--- src/rtl/sensor_frame_tx.sv ---
// Frame serializer: captures an NBYTES-wide sensor word and pushes it MSB byte first
// into a TX FIFO, as raw bytes or uppercase ASCII hex, with optional checksum and CR/LF.
module sensor_frame_tx #(
  parameter int NBYTES    = 5,
  parameter bit CHECK_EN  = 1'b1,
  parameter bit TERM_EN   = 1'b1,
  parameter bit ZERO_DROP = 1'b1
) (
  input  logic                  clk,
  input  logic                  rst,
  input  logic                  i_valid,
  input  logic [8*NBYTES-1:0]   i_data,
  input  logic                  i_mode,
  input  logic                  i_full,
  output logic                  o_wr,
  output logic [7:0]            o_wdata,
  output logic                  o_busy,
  output logic                  o_done,
  output logic                  o_err,
  output logic                  o_ovr
);

  localparam int W  = 8 * NBYTES;
  localparam int CW = $clog2(NBYTES + 1);

  typedef enum logic [2:0] {
    S_IDLE, S_LOAD, S_HI, S_LO, S_CR, S_LF, S_DONE
  } state_t;

  state_t          state_q, state_d;
  logic [W-1:0]    shift_q, shift_d;
  logic            mode_q, mode_d;
  logic [CW-1:0]   cnt_q, cnt_d;
  logic            ovr_q, ovr_d;

  logic [7:0]      top_byte;
  logic [7:0]      psum [NBYTES];
  logic            adv;
  logic            wr;
  logic            err;
  logic [7:0]      wdata;

  function automatic logic [7:0] hex_ascii(input logic [3:0] n);
    return (n < 4'd10) ? {4'h3, n} : (8'h37 + {4'h0, n});
  endfunction

  assign top_byte = shift_q[W-1 -: 8];

  // Running checksum over bytes 1..NBYTES-1 of the latched word; psum[NBYTES-1] is the total.
  assign psum[0] = 8'd0;
  generate
    for (genvar gi = 1; gi < NBYTES; gi++) begin : g_sum
      assign psum[gi] = psum[gi-1] + shift_q[8*gi +: 8];
    end
  endgenerate

  always_comb begin
    state_d = state_q;
    shift_d = shift_q;
    mode_d  = mode_q;
    cnt_d   = cnt_q;
    ovr_d   = i_valid && (state_q != S_IDLE);
    adv     = 1'b0;
    wr      = 1'b0;
    err     = 1'b0;
    wdata   = 8'h00;
    case (state_q)
      S_IDLE: begin
        if (i_valid && !(ZERO_DROP && (i_data == '0))) begin
          shift_d = i_data;
          mode_d  = i_mode;
          state_d = S_LOAD;
        end
      end
      S_LOAD: begin
        cnt_d = CW'(NBYTES - 1);
        if (CHECK_EN && (psum[NBYTES-1] != shift_q[7:0])) begin
          err     = 1'b1;
          state_d = S_IDLE;
        end else begin
          state_d = S_HI;
        end
      end
      S_HI: begin
        wdata = mode_q ? hex_ascii(top_byte[7:4]) : top_byte;
        wr    = !i_full;
        if (!i_full) begin
          if (mode_q) state_d = S_LO;
          else        adv     = 1'b1;
        end
      end
      S_LO: begin
        wdata = hex_ascii(top_byte[3:0]);
        wr    = !i_full;
        adv   = !i_full;
      end
      S_CR: begin
        wdata = 8'h0D;
        wr    = !i_full;
        if (!i_full) state_d = S_LF;
      end
      S_LF: begin
        wdata = 8'h0A;
        wr    = !i_full;
        if (!i_full) state_d = S_DONE;
      end
      S_DONE: state_d = S_IDLE;
      default: state_d = S_IDLE;
    endcase

    // Byte advance after the last nibble/byte of the current top byte was pushed.
    if (adv) begin
      if (cnt_q == '0) begin
        state_d = TERM_EN ? S_CR : S_DONE;
      end else begin
        shift_d = shift_q << 8;
        cnt_d   = cnt_q - 1'b1;
        state_d = S_HI;
      end
    end
  end

  always_ff @(posedge clk or posedge rst) begin
    if (rst) begin
      state_q <= S_IDLE;
      shift_q <= '0;
      mode_q  <= 1'b0;
      cnt_q   <= '0;
      ovr_q   <= 1'b0;
    end else begin
      state_q <= state_d;
      shift_q <= shift_d;
      mode_q  <= mode_d;
      cnt_q   <= cnt_d;
      ovr_q   <= ovr_d;
    end
  end

  assign o_wr    = wr;
  assign o_wdata = wdata;
  assign o_err   = err;
  assign o_busy  = (state_q != S_IDLE);
  assign o_done  = (state_q == S_DONE);
  assign o_ovr   = ovr_q;

endmodule

--- config.mk ---
export PLATFORM = sky130hd
export DESIGN_NAME = sensor_frame_tx
export DESIGN_NICKNAME = d
export VERILOG_FILES = /design/src/rtl/sensor_frame_tx.sv
export SDC_FILE = /design/constraint.sdc
export NUM_CORES = 1
export LEC_CHECK = 0
export ABC_AREA = 1
export CORE_ASPECT_RATIO = 1.75
export CORE_MARGIN = 1.5
export CORE_UTILIZATION = 56
export CTS_BUF_LIST = sky130_fd_sc_hd__clkbuf_8
export DETAILED_ROUTE_END_ITERATION = 7
export GPL_TIMING_DRIVEN = 0
export PLACE_DENSITY = 0.8
export SKIP_CTS_REPAIR_TIMING = 1
export SLEW_MARGIN = 10
export SYNTH_ARGS = -nofsm -noshare
export SYNTH_HDL_FRONTEND = slang
export SYNTH_SLANG_ARGS = --single-unit
--- constraint.sdc ---
create_clock -name clk -period 4 [get_ports clk]
set_input_delay 0.4 -clock clk [delete_from_list [all_inputs] [get_ports clk]]
set_output_delay 0.4 -clock clk [all_outputs]
set_load 0.05 [all_outputs]
== After elaboration in Yosys (flattened, before gate mapping) ==
Cells that the tools add are included.

* Bits in registers: 48
* Input bits: 45

* Magnitude comparators: 2
* Equal/unequal tests: 13
* Muxes and demuxes: 26
* Add/subtract/negate cells: 6
* Reductions and logical operators: 11

{| class="wikitable"
|+ Operator list
! cell !! number
|-
| two-way mux 40 bit || 4
|-
| zero test 40 bit || 1
|-
| one-hot mux 8 bit (4 select lines) || 1
|-
| two-way mux 3 bit || 10
|-
| adder 8 bit || 3
|-
| one-hot mux 3 bit (6 select lines) || 1
|-
| != test 3 bit (second input constant) || 5
|-
| adder 6 x 4 -> 7 bit (first input constant) || 2
|-
| two-way mux 7 bit || 2
|-
| equality test 3 bit (second input constant) || 3
|-
| less-than comparator 4 bit (second input constant) || 2
|-
| two-way mux 8 bit || 1
|-
| != test 8 bit || 1
|-
| equality test 3 x 2 -> 1 bit (second input constant) || 2
|-
| zero test 3 bit || 2
|-
| AND reduction 6 bit || 1
|-
| two-way mux 1 bit || 5
|-
| OR reduction 4 bit || 1
|-
| equality test 3 x 1 -> 1 bit (second input constant) || 1
|-
| nonzero test 3 bit || 1
|-
| subtractor 3 x 1 -> 3 bit (second input constant) || 1
|-
| logical AND 1 bit || 2
|-
| zero test 1 bit || 2
|-
| two-way mux 2 bit || 1
|-
| 3 further kinds || 3
|}

== Logic depth before layout (Yosys ltp) ==
Gate-level depths: netlist of the first run.

* Depth in word-level cells: 7
* Gate-level depth with buffers: 18
* Mapped depth without buffers: 18

== Worst setup path after synthesis of the first run ==
OpenSTA, ideal clock, no wires.

* Path kind: register -> output
* Start point: reg shift_q[17]
* End point: out o_err
* Setup slack: 260 ps
* Arrival: 3340 ps
* Path buffers: 0
* Required time: 3600 ps
* Stages on the path, launching flop included: 14
* Cell sequence: dfrtp_1 > fa_1 > inv_1 > fa_1 > inv_1 > ha_1 > fa_1 > nand3_1 > nand3_1 > nand2_1 > nand3_1 > nand3_1 > nor3_1 > a21oi_1

* Cells in the longest elaborated chain, start to end: 6

{| class="wikitable"
|+ Ends and longest elaborated chain
! element !! RTL line !! source
|-
| from (decl) || 31 || <nowiki>logic [W-1:0] shift_q, shift_d;</nowiki>
|-
| from (signal assigned) || 132 || <nowiki>shift_q <= shift_d;</nowiki>
|-
| adder 8 bit (3 in a row) || 53 || <nowiki>assign psum[gi] = psum[gi-1] + shift_q[8*gi +: 8];</nowiki>
|-
| != test 8 bit || 77 || <nowiki>if (CHECK_EN && (psum[NBYTES-1] != shift_q[7:0])) begin</nowiki>
|-
| two-way mux 1 bit || 77 ||
|-
| two-way mux 1 bit || 67 || <nowiki>case (state_q)</nowiki>
|-
| to (decl) || 19 || <nowiki>output logic o_err,</nowiki>
|}

Every way passes these cells.

== Final worst setup path of the first run ==
* Start point: reg shift_q[25]
* End point: out o_err

* Cells in the longest elaborated chain, start to end: 5

{| class="wikitable"
|+ Ends and longest elaborated chain
! element !! RTL line
|-
| adder 8 bit (2 in a row) || 53
|-
| != test 8 bit || 77
|-
| two-way mux 1 bit || 77
|-
| two-way mux 1 bit || 67
|}

Every way passes these cells.

==> results.json, run 1 <==
{
  "routabilityCongestion": 0.9371,
  "worst-path-stages": 14,
  "ioPinCount": 58,
  "required_ns": 3.60,
  "detail_route.wl_per_cell_microns": 14.62,
  "setup_viol": 0,
  "drc_errors": 0,
  "critPathSlowestCell": "fa_1",
  "hold_violations": 0,
  "endpoint_kind": "primary output",
  "fin_crit_ns": 3.896,
  "tightest_slew_ns": 0.5028,
  "place_area_sq_um": 4394,
  "fin_ws_ns": 0.1035,
  "htree_levels": 2,
  "ys_ff_latch": 48,
  "critical_path.top_delay_family": "adder cells",
  "ys.flop_type": "dfrtp_1",
  "dp.cells": 667,
  "synthTopCellsByCount": "nand2_1 (127), inv_1 (106), nand3_1 (53)",
  "vias_per_cell": 5.338,
  "syn_area_per_cell_sq_um": 7.023,
  "endpoint": "o_err",
  "skew_ns": 0.01248,
  "die_h_microns": 110.5,
  "relSlewSlack_pct": 66.37,
  "synth_top_area_share_pct": 32.45,
  "cts.sinks": 48,
  "num_vias": 3603,
  "rsz0062_at_grt": "true",
  "crit_chain": "fa_1 -> inv_1 -> fa_1 -> inv_2 -> ha_4 -> fa_1 -> nand2_1 -> nand2_1 -> nand3_1 -> nor2_1 -> nand3_1 -> nor3_2 -> a21oi_2 -> buf_6",
  "io_buffers": 57,
  "r2r_slack_ns": 0.74,
  "crit_arrival_ns": 3.50,
  "worstPathMaxFanout": 2,
  "dr.pass1.iters": 6,
  "yosysMostFrequentCell": "nand2_1",
  "cp_common_cell": "fa_1",
  "yosysTopAreaCell": "dfrtp_1",
  "die_x_microns": 64.46,
  "grt_max_degree": 36,
  "grt_pass1_vias": 3566,
  "syn_area_sq_um": 3701,
  "slew_viol_final": 0,
  "outcome": "complete, no violations",
  "regToRegEndpoint": "state_q[1]",
  "initial_core_util_pct": 57.46,
  "synth_edf_count": 0,
  "hold_class": "primary input to async pin",
  "track_usage_pct": 29.87,
  "worstSetupPathType": "flip-flop to primary output",
  "rr_worst_depth": 16,
  "ys_top_cells_by_area": "dfrtp_1 (32%), nand2_1 (13%), inv_1 (11%)",
  "dieArea_sq_um": 7125,
  "overflow": 0,
  "fill_cells": 583,
  "final_area_sq_um": 4502,
  "crit_buf_inv": 3,
  "max_freq_ghz": 0.2566,
  "fin_cells": 675,
  "numCtsBuffers": 5,
  "ys_warn_count": 0,
  "grt_pass1_wl_microns": 16280,
  "nets": 663,
  "layout-drive-gt1-share_pct": 7.757,
  "antenna_cells": 0,
  "final_util_pct": 69.89,
  "first_iter_violations": 269,
  "final_antenna_net_count": 0,
  "clk_pin_slew_worst_paths_ns": 0.08,
  "regToRegStartpoint": "shift_q[25]",
  "min_period_over_period_pct": 97.41,
  "cts_buffer_depth": 2,
  "yosysSeqAreaShare_pct": 32.45,
  "regArea_sq_um": 1201,
  "yosysUniqueCellTypes": 30,
  "postSynth.asyncResetShare_pct": 100.0,
  "antenna_found_initial": 0,
  "core-area_sq_um": 6441,
  "slowest_delay_ns": 0.54,
  "fp-row-count": 39,
  "root_buffer": "clkbuf_8",
  "cap_viol_max_count": 0,
  "cts_tree": "yes",
  "synthCells": 527,
  "cp-startpoint": "shift_q[25]",
  "pre_cts_ws_ns": -0.2383,
  "dp_hpwl_microns": 8081,
  "syn_nets": 597,
  "area_growth_pct": 21.64,
  "worstSetupStartpointType": "flip-flop",
  "postRouteWirelength_microns": 9869,
  "multi_input_area_sq_um": 2008,
  "worstSkewPairLatency_ns": 0.32
}
## metal layers
metal / vias to the layer above / global-route usage (%) / part of all wire, %
met2: 105 / 54.10 / 56
met4: 0 / 15.74 / 3.9
met3: 25 / 4.481 / 4.4
li1: 1785 / - / -
met1: 1688 / 32.47 / 36
met5: - / 0 / 0
## how the worst min path moves through the flow
stage,slack (ns),end,from
6_report,0.36,cnt_q[0],rst
2_1_floorplan,0.42,cnt_q[2],cnt_q[2]
3_5_place_dp,0.46,cnt_q[2],cnt_q[2]
3_3_place_gp,0.44,cnt_q[2],cnt_q[2]
4_1_cts,0.37,cnt_q[2],rst
5_1_grt,0.40,cnt_q[0],rst
## state kept, by name (all words and copies together), names as in the netlist
signal   cells
cnt_q        3
shift_q     40
mode_q       1
o_ovr        1
state_q      3
## cell usage in the layout (no fill, tap or decap), drive strengths merged
cell,count
ha,11
o221ai,2
inv,110
o22ai,2
nor3,2
nand4,7
nand3,59
clkbuf,10
o21ai,62
a21oi,22
dfrtp,48
xnor2,2
nand3b,1
clkdlybuf4s50,56
o211ai,4
clkinv,1
buf,14
fa,14
xor2,1
nand2,130
nor2,35
## area by class of cell
class	count	area share, %
multi-input cells	354	44.61
flip-flops and latches	48	26.68
repair buffers	59	13.31
inverters	109	9.088
plain buffers	16	2.307
well taps	82	2.279
clock buffers	5	1.529
clock inverters	2	0.1946
## stage by stage
step	hold WS (ns)	setup TNS, ns
detailed placement	0.4569	-0.2383
CTS	0.3722	-0.5797
finish	0.3649	0
global placement	0.4390	-0.2246
global route	0.4019	-0.01530
floorplan	0.4233	0
## cell families (layout without fill, tap and decap cells)
kind of cell | after synthesis | in the layout | synth area share [%]
adders and majority gates | 25 | 25 | 11.29
and+or+nand+nor | 234 | 234 | 27.86
AOI/OAI and AO/OA | 92 | 92 | 13.83
xor gates and xnor gates | 3 | 3 | 0.7101
buffers and inverters | 125 | 191 | 13.86
DFF | 48 | 48 | 32.45
Power of run 1 is left out: the tool's default activity adds up to more than one toggle a clock period on the data nets, which glitch-free logic cannot reach.
==> run 2: changes to the inputs <==
--- a/config.mk
+++ b/config.mk
@@ -10,6 +10,7 @@
 export CORE_MARGIN = 1.5
 export CORE_UTILIZATION = 56
 export CTS_BUF_LIST = sky130_fd_sc_hd__clkbuf_8
+export CTS_CLUSTER_SIZE = 20
 export DETAILED_ROUTE_END_ITERATION = 7
 export GPL_TIMING_DRIVEN = 0
 export PLACE_DENSITY = 0.8
==> results of run 2 <==
No change in the layout: final DEF, timing and power equal those of run 1.
Power of run 2 is left out for the same reason.
==> run 3: changes to the inputs <==
--- a/config.mk
+++ b/config.mk
@@ -15,7 +15,7 @@
 export GPL_TIMING_DRIVEN = 0
 export PLACE_DENSITY = 0.8
 export SKIP_CTS_REPAIR_TIMING = 1
-export SLEW_MARGIN = 10
+export SLEW_MARGIN = 20
 export SYNTH_ARGS = -nofsm -noshare
 export SYNTH_HDL_FRONTEND = slang
 export SYNTH_SLANG_ARGS = --single-unit
==> constraint.sdc (replaced) <==
create_clock -name clk -period 3.9 [get_ports clk]
set_input_delay 0.39 -clock clk [delete_from_list [all_inputs] [get_ports clk]]
set_output_delay 0.39 -clock clk [all_outputs]
set_load 0.05 [all_outputs]
==> run 3 against run 2 <==
  * Non-clock buffer count up 2
  * Critical path type unchanged
  * Routed wire length up 0.92%
  * Highest routed layer unchanged
  * Final cell count up 0.30%
==> results.json, run 3 (synthesis gave the netlist of run 1 again) <==
{
  "dp.cells": 667,
  "holdWs_ns": 0.3624,
  "clk_pin_slew_worst_paths_ns": 0.09,
  "vias_per_cell": 5.386,
  "drc_errors": 0,
  "rsz0062_at_grt": "true",
  "worst-path-stages": 14,
  "track_usage_pct": 29.86,
  "fin_cells": 677,
  "layout-drive-gt1-share_pct": 8.571,
  "antenna_cells": 0,
  "crit_chain": "fa_1 -> inv_1 -> fa_1 -> inv_2 -> ha_4 -> fa_2 -> nand2_1 -> nand2_1 -> nand3_2 -> nor2_2 -> nand3_1 -> nor3_2 -> a21oi_2 -> buf_6",
  "nets": 665,
  "tightest_slew_ns": 0.5005,
  "area_growth_pct": 22.31,
  "layout.cells.most_common": "nand2_1",
  "outcome": "complete, no violations",
  "final_cell_mix": "nand2_1 (127), inv_1 (105), clkdlybuf4s50_1 (56), nand3_1 (52), dfrtp_1 (48)",
  "regToRegStartpoint": "shift_q[25]",
  "critical_path.top_delay_family": "adder cells",
  "dp_hpwl_microns": 8011,
  "worstSetupPathType": "flip-flop to primary output",
  "fill_cells": 555,
  "worstPathMaxFanout": 2,
  "fp-row-count": 39,
  "required_ns": 3.51,
  "r2r_slack_ns": 0.57,
  "io_buffers": 57,
  "slowest_delay_ns": 0.55,
  "antenna_found_initial": 0,
  "endpoint": "o_err",
  "die_x_microns": 64.46,
  "htree_levels": 2,
  "grt_pass1_vias": 3627,
  "cts_buffer_depth": 2,
  "slew_viol_final": 0,
  "postRouteWirelength_microns": 9960,
  "largest_reg_flops": 40,
  "worstSkewPairLatency_ns": 0.31,
  "setup_viol": 0,
  "die_h_microns": 110.5,
  "largest-register": "shift_q",
  "regToRegEndpoint": "state_q[1]",
  "routabilityCongestion": 0.9371,
  "numCtsBuffers": 5,
  "detail_route.wl_per_cell_microns": 14.71,
  "root_buffer": "clkbuf_8",
  "crit_arrival_ns": 3.48,
  "rr_worst_depth": 17,
  "ioPinCount": 58,
  "fin_crit_ns": 3.874,
  "cts.sinks": 48,
  "first_iter_violations": 222,
  "dieArea_sq_um": 7125,
  "min_period_over_period_pct": 99.32,
  "grt_max_degree": 35,
  "critPathSlowestCell": "fa_2",
  "initial_core_util_pct": 57.46,
  "overflow": 0,
  "worstSetupStartpointType": "flip-flop",
  "hold_violations": 0,
  "cp-startpoint": "shift_q[25]",
  "dr.pass1.iters": 5,
  "grt_pass1_wl_microns": 16380,
  "skew_ns": 0.01230,
  "final_antenna_net_count": 0,
  "reg.largest.list": "shift_q (40), cnt_q (3), state_q (3)",
  "cap_viol_max_count": 0,
  "endpoint_kind": "primary output",
  "cts_tree": "yes",
  "max_freq_ghz": 0.2582,
  "hold_class": "primary input to async pin",
  "crit_buf_inv": 3,
  "num_vias": 3646,
  "core-area_sq_um": 6441,
  "relSlewSlack_pct": 66.53
}
## run 3: cell type report
class	count	area, sq um	area share, %
well taps	82	102.6	2.266
inverters	109	409.1	9.038
flip-flops and latches	48	1201	26.53
plain buffers	16	103.9	2.294
clock inverters	2	8.758	0.1935
repair buffers	61	614.3	13.57
multi-input cells	354	2018	44.58
clock buffers	5	68.82	1.520
## run 3: metal layers
| layer | vias up | track usage [%] | wire length (microns) |
|---|---|---|---|
| met5 | - | 0 | 0 |
| met4 | 0 | 16.60 | 482 |
| met3 | 33 | 4.786 | 414 |
| met2 | 125 | 52.99 | 5434 |
| met1 | 1693 | 32.92 | 3629 |
| li1 | 1795 | - | - |
## run 3: worst min-delay path by stage
stage / from / end / slack (ns) / cells after the start
finish: rst / cnt_q[2] / 0.36 / 2
global route: rst / cnt_q[2] / 0.41 / 2
CTS: rst / cnt_q[2] / 0.38 / 2
detailed placement: cnt_q[2] / cnt_q[2] / 0.45 / 1
global placement: cnt_q[2] / cnt_q[2] / 0.44 / 1
floorplan: cnt_q[2] / cnt_q[2] / 0.42 / 1
## run 3: stage by stage
stage          worst slack, ns  util, %  instance area [sq um]  TNS (ns)
2_1_floorplan           0.1701        -                   3701         0
3_3_place_gp           -0.3146    67.91                   4374   -0.3146
3_5_place_dp           -0.3168    68.22                   4394   -0.3168
4_1_cts                -0.6747    69.43                   4472   -0.6747
5_1_grt                -0.1006    70.28                   4527   -0.1006
6_report               0.02637    70.28                   4527         0
Power of run 3 is left out for the same reason.
